<file path="src/rtl/tdc_uart_sched.sv">
// ---------------------------------------------------------------------------
// tdc_uart_sched
//   Schedules the three producers of 40-bit UART records: TDC measurements
//   (buffered in a small FIFO), one-shot host status records and periodic
//   heartbeats. Sources are served in fixed priority order and every dispatch
//   is rate limited to one per CLKS_PER_TX clocks.
//
// Ports
//   clk, rst        system clock, asynchronous active-high reset
//   meas_data/valid measurement word and single-cycle strobe from tdc_core
//   stat_data/req   status record and single-cycle send request
//   stat_ack        pulses when the status record is handed to the UART
//   uart_busy       busy flag from uart_tx
//   uart_data       word presented to uart_tx, stable until the next grant
//   uart_start      single-cycle dispatch strobe to uart_tx
//   fifo_level      measurement FIFO occupancy, 0..DEPTH
//   drop_count      measurements lost to FIFO overflow, saturates at 255
// ---------------------------------------------------------------------------
module tdc_uart_sched #(
   parameter int CLK_FREQ   = 100_000_000,
   parameter int TX_RATE_HZ = 20,
   parameter int HB_DIV     = 100,
   parameter int DEPTH      = 4
) (
   input  logic        clk,
   input  logic        rst,
   input  logic [39:0] meas_data,
   input  logic        meas_valid,
   input  logic [39:0] stat_data,
   input  logic        stat_req,
   output logic        stat_ack,
   input  logic        uart_busy,
   output logic [39:0] uart_data,
   output logic        uart_start,
   output logic [4:0]  fifo_level,
   output logic [7:0]  drop_count
);

   localparam int CLKS_PER_TX = CLK_FREQ / TX_RATE_HZ;
   localparam int RW = $clog2(CLKS_PER_TX + 1);
   localparam int AW = (DEPTH > 1) ? $clog2(DEPTH) : 1;
   localparam int SW = (HB_DIV > 1) ? $clog2(HB_DIV) : 1;

   localparam logic [RW-1:0] RATE_FULL  = RW'(CLKS_PER_TX);
   localparam logic [RW-1:0] DIV_LAST   = RW'(CLKS_PER_TX - 1);
   localparam logic [SW-1:0] SLOT_LAST  = SW'((HB_DIV > 0) ? HB_DIV - 1 : 0);
   localparam logic [4:0]    LEVEL_FULL = 5'(DEPTH);

   localparam logic [1:0] ST_IDLE  = 2'd0;
   localparam logic [1:0] ST_START = 2'd1;
   localparam logic [1:0] ST_WAITB = 2'd2;
   localparam logic [1:0] ST_DONE  = 2'd3;

   logic [1:0]    state;
   logic [1:0]    wait_cnt;
   logic [RW-1:0] rate_cnt;
   logic [RW-1:0] div_cnt;
   logic [SW-1:0] hb_slot;
   logic          hb_pend;
   logic          stat_pend;
   logic [39:0]   stat_buf;

   logic [39:0]   mem [DEPTH];
   logic [AW-1:0] wr_ptr;
   logic [AW-1:0] rd_ptr;

   logic can_tx, grant, sel_stat, sel_meas, sel_hb;
   logic fifo_empty, fifo_full, pop, push_ok, drop;

   assign can_tx     = (rate_cnt >= RATE_FULL);
   assign fifo_empty = (fifo_level == 5'd0);
   assign fifo_full  = (fifo_level == LEVEL_FULL);

   // Fixed priority: status, then measurements, then heartbeat.
   always_comb begin
      // NOTE: every combinational output gets a default first so no path
      // through the block leaves it unassigned (which would infer a latch).
      sel_stat = 1'b0;
      sel_meas = 1'b0;
      sel_hb   = 1'b0;
      if (stat_pend)        sel_stat = 1'b1;
      else if (!fifo_empty) sel_meas = 1'b1;
      else if (hb_pend)     sel_hb   = 1'b1;
   end

   assign grant   = (state == ST_IDLE) && can_tx && !uart_busy &&
                    (sel_stat || sel_meas || sel_hb);
   assign pop     = grant && sel_meas;
   // A push into a full FIFO still succeeds when a pop frees a slot this cycle.
   assign push_ok = meas_valid && (!fifo_full || pop);
   assign drop    = meas_valid && fifo_full && !pop;

   // Rate limiter. The grant cycle counts as the first elapsed cycle, so with
   // the fixed grant-to-start latency consecutive uart_start pulses land
   // exactly CLKS_PER_TX clocks apart.
   always_ff @(posedge clk or posedge rst) begin
      if (rst) begin
         rate_cnt <= RATE_FULL;
      end else if (grant) begin
         rate_cnt <= RW'(1);
      end else if (!can_tx) begin
         rate_cnt <= rate_cnt + 1'b1;
      end
   end

   // Heartbeat: a free-running divider marks slot boundaries every
   // CLKS_PER_TX clocks; every HB_DIV slots a heartbeat becomes pending.
   always_ff @(posedge clk or posedge rst) begin
      if (rst) begin
         div_cnt <= '0;
         hb_slot <= '0;
         hb_pend <= 1'b0;
      end else begin
         div_cnt <= (div_cnt == DIV_LAST) ? '0 : div_cnt + 1'b1;
         if (grant && sel_hb) hb_pend <= 1'b0;
         if (HB_DIV > 0 && div_cnt == DIV_LAST) begin
            if (hb_slot == SLOT_LAST) begin
               hb_slot <= '0;
               hb_pend <= 1'b1;
            end else begin
               hb_slot <= hb_slot + 1'b1;
            end
         end
      end
   end

   // Status holding register: the latest request wins; a request arriving in
   // the same cycle its predecessor is granted stays pending.
   always_ff @(posedge clk or posedge rst) begin
      if (rst) begin
         stat_pend <= 1'b0;
         stat_buf  <= '0;
      end else if (stat_req) begin
         stat_pend <= 1'b1;
         stat_buf  <= stat_data;
      end else if (grant && sel_stat) begin
         stat_pend <= 1'b0;
      end
   end

   // NOTE: the FIFO storage has no reset; only the pointers and level must be
   // cleared for the FIFO to read as empty, and a resettable RAM costs logic.
   always_ff @(posedge clk) begin
      if (push_ok) mem[wr_ptr] <= meas_data;
   end

   always_ff @(posedge clk or posedge rst) begin
      if (rst) begin
         wr_ptr     <= '0;
         rd_ptr     <= '0;
         fifo_level <= '0;
         drop_count <= '0;
      end else begin
         if (push_ok) wr_ptr <= wr_ptr + 1'b1;
         if (pop)     rd_ptr <= rd_ptr + 1'b1;
         fifo_level <= fifo_level + 5'(push_ok) - 5'(pop);
         if (drop && drop_count != 8'hFF) drop_count <= drop_count + 1'b1;
      end
   end

   // Dispatch FSM. uart_start and stat_ack are single-cycle pulses.
   always_ff @(posedge clk or posedge rst) begin
      if (rst) begin
         state      <= ST_IDLE;
         wait_cnt   <= '0;
         uart_data  <= '0;
         uart_start <= 1'b0;
         stat_ack   <= 1'b0;
      end else begin
         uart_start <= 1'b0;
         stat_ack   <= 1'b0;
         case (state)
            ST_IDLE: begin
               if (grant) begin
                  if (sel_stat)      uart_data <= stat_buf;
                  else if (sel_meas) uart_data <= mem[rd_ptr];
                  else               uart_data <= {8'hA5, 16'h0000, 3'b000,
                                                   fifo_level, drop_count};
                  stat_ack <= sel_stat;
                  state    <= ST_START;
               end
            end
            ST_START: begin
               uart_start <= 1'b1;
               wait_cnt   <= '0;
               state      <= ST_WAITB;
            end
            ST_WAITB: begin
               // A transmitter that never raises busy does not hang the
               // scheduler; the word is treated as sent.
               if (uart_busy)             state <= ST_DONE;
               else if (wait_cnt == 2'd3) state <= ST_IDLE;
               else                       wait_cnt <= wait_cnt + 1'b1;
            end
            default: begin
               if (!uart_busy) state <= ST_IDLE;
            end
         endcase
      end
   end

endmodule

</file>
<file path="config.mk">
export PLATFORM = sky130hd
export DESIGN_NAME = tdc_uart_sched
export DESIGN_NICKNAME = d
export VERILOG_FILES = /design/src/rtl/tdc_uart_sched.sv
export SDC_FILE = /design/constraint.sdc
export NUM_CORES = 1
export LEC_CHECK = 0
export BUFFER_PORTS_ARGS = -buffer_cell sky130_fd_sc_hd__buf_2
export CAP_MARGIN = 0
export CORE_MARGIN = 4
export CORE_UTILIZATION = 61
export CTS_BUF_LIST = sky130_fd_sc_hd__clkbuf_2 sky130_fd_sc_hd__clkbuf_4 sky130_fd_sc_hd__clkbuf_8
export CTS_CLUSTER_SIZE = 20
export DETAILED_ROUTE_END_ITERATION = 10
export GPL_TIMING_DRIVEN = 1
export PLACE_DENSITY = 0.82
export REMOVE_ABC_BUFFERS = 1
export SLEW_MARGIN = 5
export SYNTH_ARGS = -nofsm -noshare
export SYNTH_HDL_FRONTEND = slang
export SYNTH_SLANG_ARGS = --single-unit
export TNS_END_PERCENT = 100
</file>
<file path="constraint.sdc">
create_clock -name clk -period 5.25 [get_ports clk]
set_input_delay 0.525 -clock clk [delete_from_list [all_inputs] [get_ports clk]]
set_output_delay 0.525 -clock clk [all_outputs]
set_load 0.01 [all_outputs]
</file>
==> results.toml <==
[clock_network]
cts-buffers-inserted = 49
cts.htree.levels = 2
clk_latency_ps = 580
cts.sinks = 318
clk_pin_slew_worst_paths_ps = 60
postCtsSetupBuffers = 0
holdBufCountCts = 0
cts_buffer_depth = 3
cts_root_buffer = "clkbuf_8"
cts_tree = "done"
cts_resized = 0

[critical_path]
ff2ff_setup_slack_ps = 1300
arrival_ps = 4420
critPathCaptureType = "register"
setup.worst_path.start_class = "register"
endpoint = "fifo_level[4]"
crit_start = "fifo_level[2]"
required_ps = 5720
r2r-end = "fifo_level[4]"
crit_type = "reg2reg"
cp_max_fo = 13
r2r.worst_path.cells = 14
r2r_start = "fifo_level[2]"

[power]
ir_drop_mv = 0.253
p_leak_nw = 6.13
internal-power_mw = 4.97
seqPwrFrac_pct = 50.8
pwr-share-comb_pct = 21.1
p_sw_share_pct = 30.0
p_clk_share_pct = 28.1
power_density_nw_per_um2 = 471
p_switching_mw = 2.12

[yosys]
synth_edf_count = 160
ys_async_sr_fraction_pct = 49.7
synth_warnings = 0
synth_flop_cell = "edfxtp_1"
synth-seq-area-share_pct = 66.5
netlist_instances = 903
synth-seq-cells = 318
synth.cell_area_um2 = 13200
syn_area_per_cell_um2 = 14.6
synth_cell_types = 58

[timing]
finalMaxSlewViolations = 0
min_period_ps = 3950
max-slew-margin-rel_pct = 27.3
fin_setup_tns_ps = 0
final.period_utilization_pct = 75.2
worst_clock_skew_ps = 30.2
max_freq_mhz = 253
setup_viol = 0
hold_viol = 0
rsz0062_at_grt = "false"
worst_pin_slew_ps = 1090

[routing]
first_pass_iters = 5
wire_per_inst_um = 20.0
ant_nets = 0
vias = 8056
vias_per_cell = 5.91
drtIter0Drc = 525
drc = 0
wl_um = 27300

[place]
io_buffer_count = 139
dp.cells = 1276
hpwlAfterDp_um = 17300
globalplace.congestion = 0.835

[layout]
final_cells = 1364
diodes = 0
n_fill_cell = 1390
drive_above_1_share_pct = 30.3
seqCellArea_um2 = 8770
final_nets = 1158
area_growth_pct = 14.1
multi_input_area_um2 = 4170

[global_route]
grt_overflow = 0
grt_pass1_vias = 8581
grt_usage_pct = 23.3
antenna_found_initial = 4
grt_pass1_wl_um = 44700
grt_start_max_net_pins = 63

[run_status]
status = "complete, no violations"

[run]
cap_violations = 0

[floorplanning]
die_x_um = 155
rows = 53
die_height_um = 155
core-area_um2 = 21200
start_util_pct = 62.3
ios = 140
dieArea_um2 = 24000

[hold_path]
hold_class = "in2async"
worst max-delay path, stage by stage (launching register included):
cell and delay [ps]:
dfrtp_1 390, inv_1 90, ha_1 370, a21oi_2 750, nand3_2 310, a21boi_1 480, inv_1 90, ha_1 280
inv_1 40, ha_1 200, fa_1 410, a21oi_1 170, nor2_1 50, nor2_1 110, xnor2_1 130
cells by family (layout without fill, tap and decap cells):
kind of cell | count (synthesis) | count (layout) | synth area share, %
flip-flops | 318 | 318 | 66.5
adder cells (fa/ha/maj) | 21 | 21 | 2.05
buffers and inverters | 65 | 251 | 2.01
AO/OA/AOI/OAI | 114 | 114 | 5.81
AND/OR/NAND/NOR | 250 | 250 | 9.62
multiplexers | 87 | 87 | 10.8
XOR/XNOR | 48 | 48 | 3.19
flip-flops by register name, indices dropped and copies added, names as in the netlist:
| signal | cells |
|---|---|
| hb_slot | 7 |
| stat_ack | 1 |
| fifo_level | 5 |
| stat_buf | 40 |
| stat_pend | 1 |
| wait_cnt | 2 |
| mem | 160 |
| uart_data | 40 |
| hb_pend | 1 |
| uart_start | 1 |
| state | 2 |
| drop_count | 8 |
| wr_ptr | 2 |
| rd_ptr | 2 |
| div_cnt | 23 |
| rate_cnt | 23 |
layer usage:
| metal | part of all wire, % | wire, µm | track usage (%) |
|---|---|---|---|
| met1 | 41 | 11200 | 31.7 |
| met2 | 50 | 13500 | 38.2 |
| met4 | 2.5 | 688 | 7.28 |
| met3 | 6.8 | 1850 | 5.29 |
| met5 | 0.099 | 27 | 0 |
final cells by class:
cell class,count,share of cell area (%)
clock buffers,70,5.78
clock inverters,18,0.607
inverters,20,0.532
multi-input cells,520,27.7
flip-flops and latches,318,58.3
well taps,275,2.29
repair buffers,143,4.82
power groups by stage:
stage	clock network (mW)	registers (mW)	logic [mW]
floorplan	0	3.65	0.903
global placement	0	3.62	1.44
detailed placement	0	3.65	1.51
CTS	2.02	3.61	1.52
global route	2.16	3.67	1.66
finish	1.99	3.61	1.50
metrics by stage:
stage                     setup slack (ps)  hold WS [ps]  area (µm²)  power, mW  util [%]
after global placement                1530           465       14100       5.06      66.6
after global routing                  1020          60.9       15100       7.49      71.2
after CTS                             1320          38.6       15100       7.15      71.2
after floorplan                        475           448       13000       4.55         -
final                                 1300          36.3       15100       7.09      71.2
after detailed placement              1340           470       14100       5.16      66.6
cells in the final DEF, fill, tap and decap left out, types with 25 or more instances in the layout:
cell type	instances
nand2_1	55
mux2_2	44
mux4_2	40
dfrtp_1	147
a21oi_1	34
buf_2	139
o21ai_0	28
nand3_1	35
nor2_1	63
clkbuf_8	55
and3_1	26
xnor2_1	25
edfxtp_1	160
cells in the mapped netlist (all sizes together), types with 14 or more instances:
cell,count,share of area [%]
mux2,46,3.9
xnor2,25,1.7
nand2,56,1.6
nand4,21,1.0
and3,26,1.2
inv,20,0.57
xor2,23,1.5
dfrtp,150,28
o21ai,29,1.1
edfxtp,160,36
nand3,37,1.5
clkbuf,29,0.83
mux4,40,6.8
a221o,14,1.1
buf,16,0.61
nor2,64,1.8
ha,20,1.9
a21oi,35,1.3
how the worst min path moves through the flow:
stage | from | to | slack, ps
global placement | uart_data[1] | uart_data[1] | 460
global route | rst | div_cnt[10] | 60
floorplan | div_cnt[16] | div_cnt[16] | 450
finish | rst | wait_cnt[1] | 40
detailed placement | uart_data[34] | uart_data[34] | 470
CTS | rst | wait_cnt[1] | 40
(Power assumes the default switching activity.)
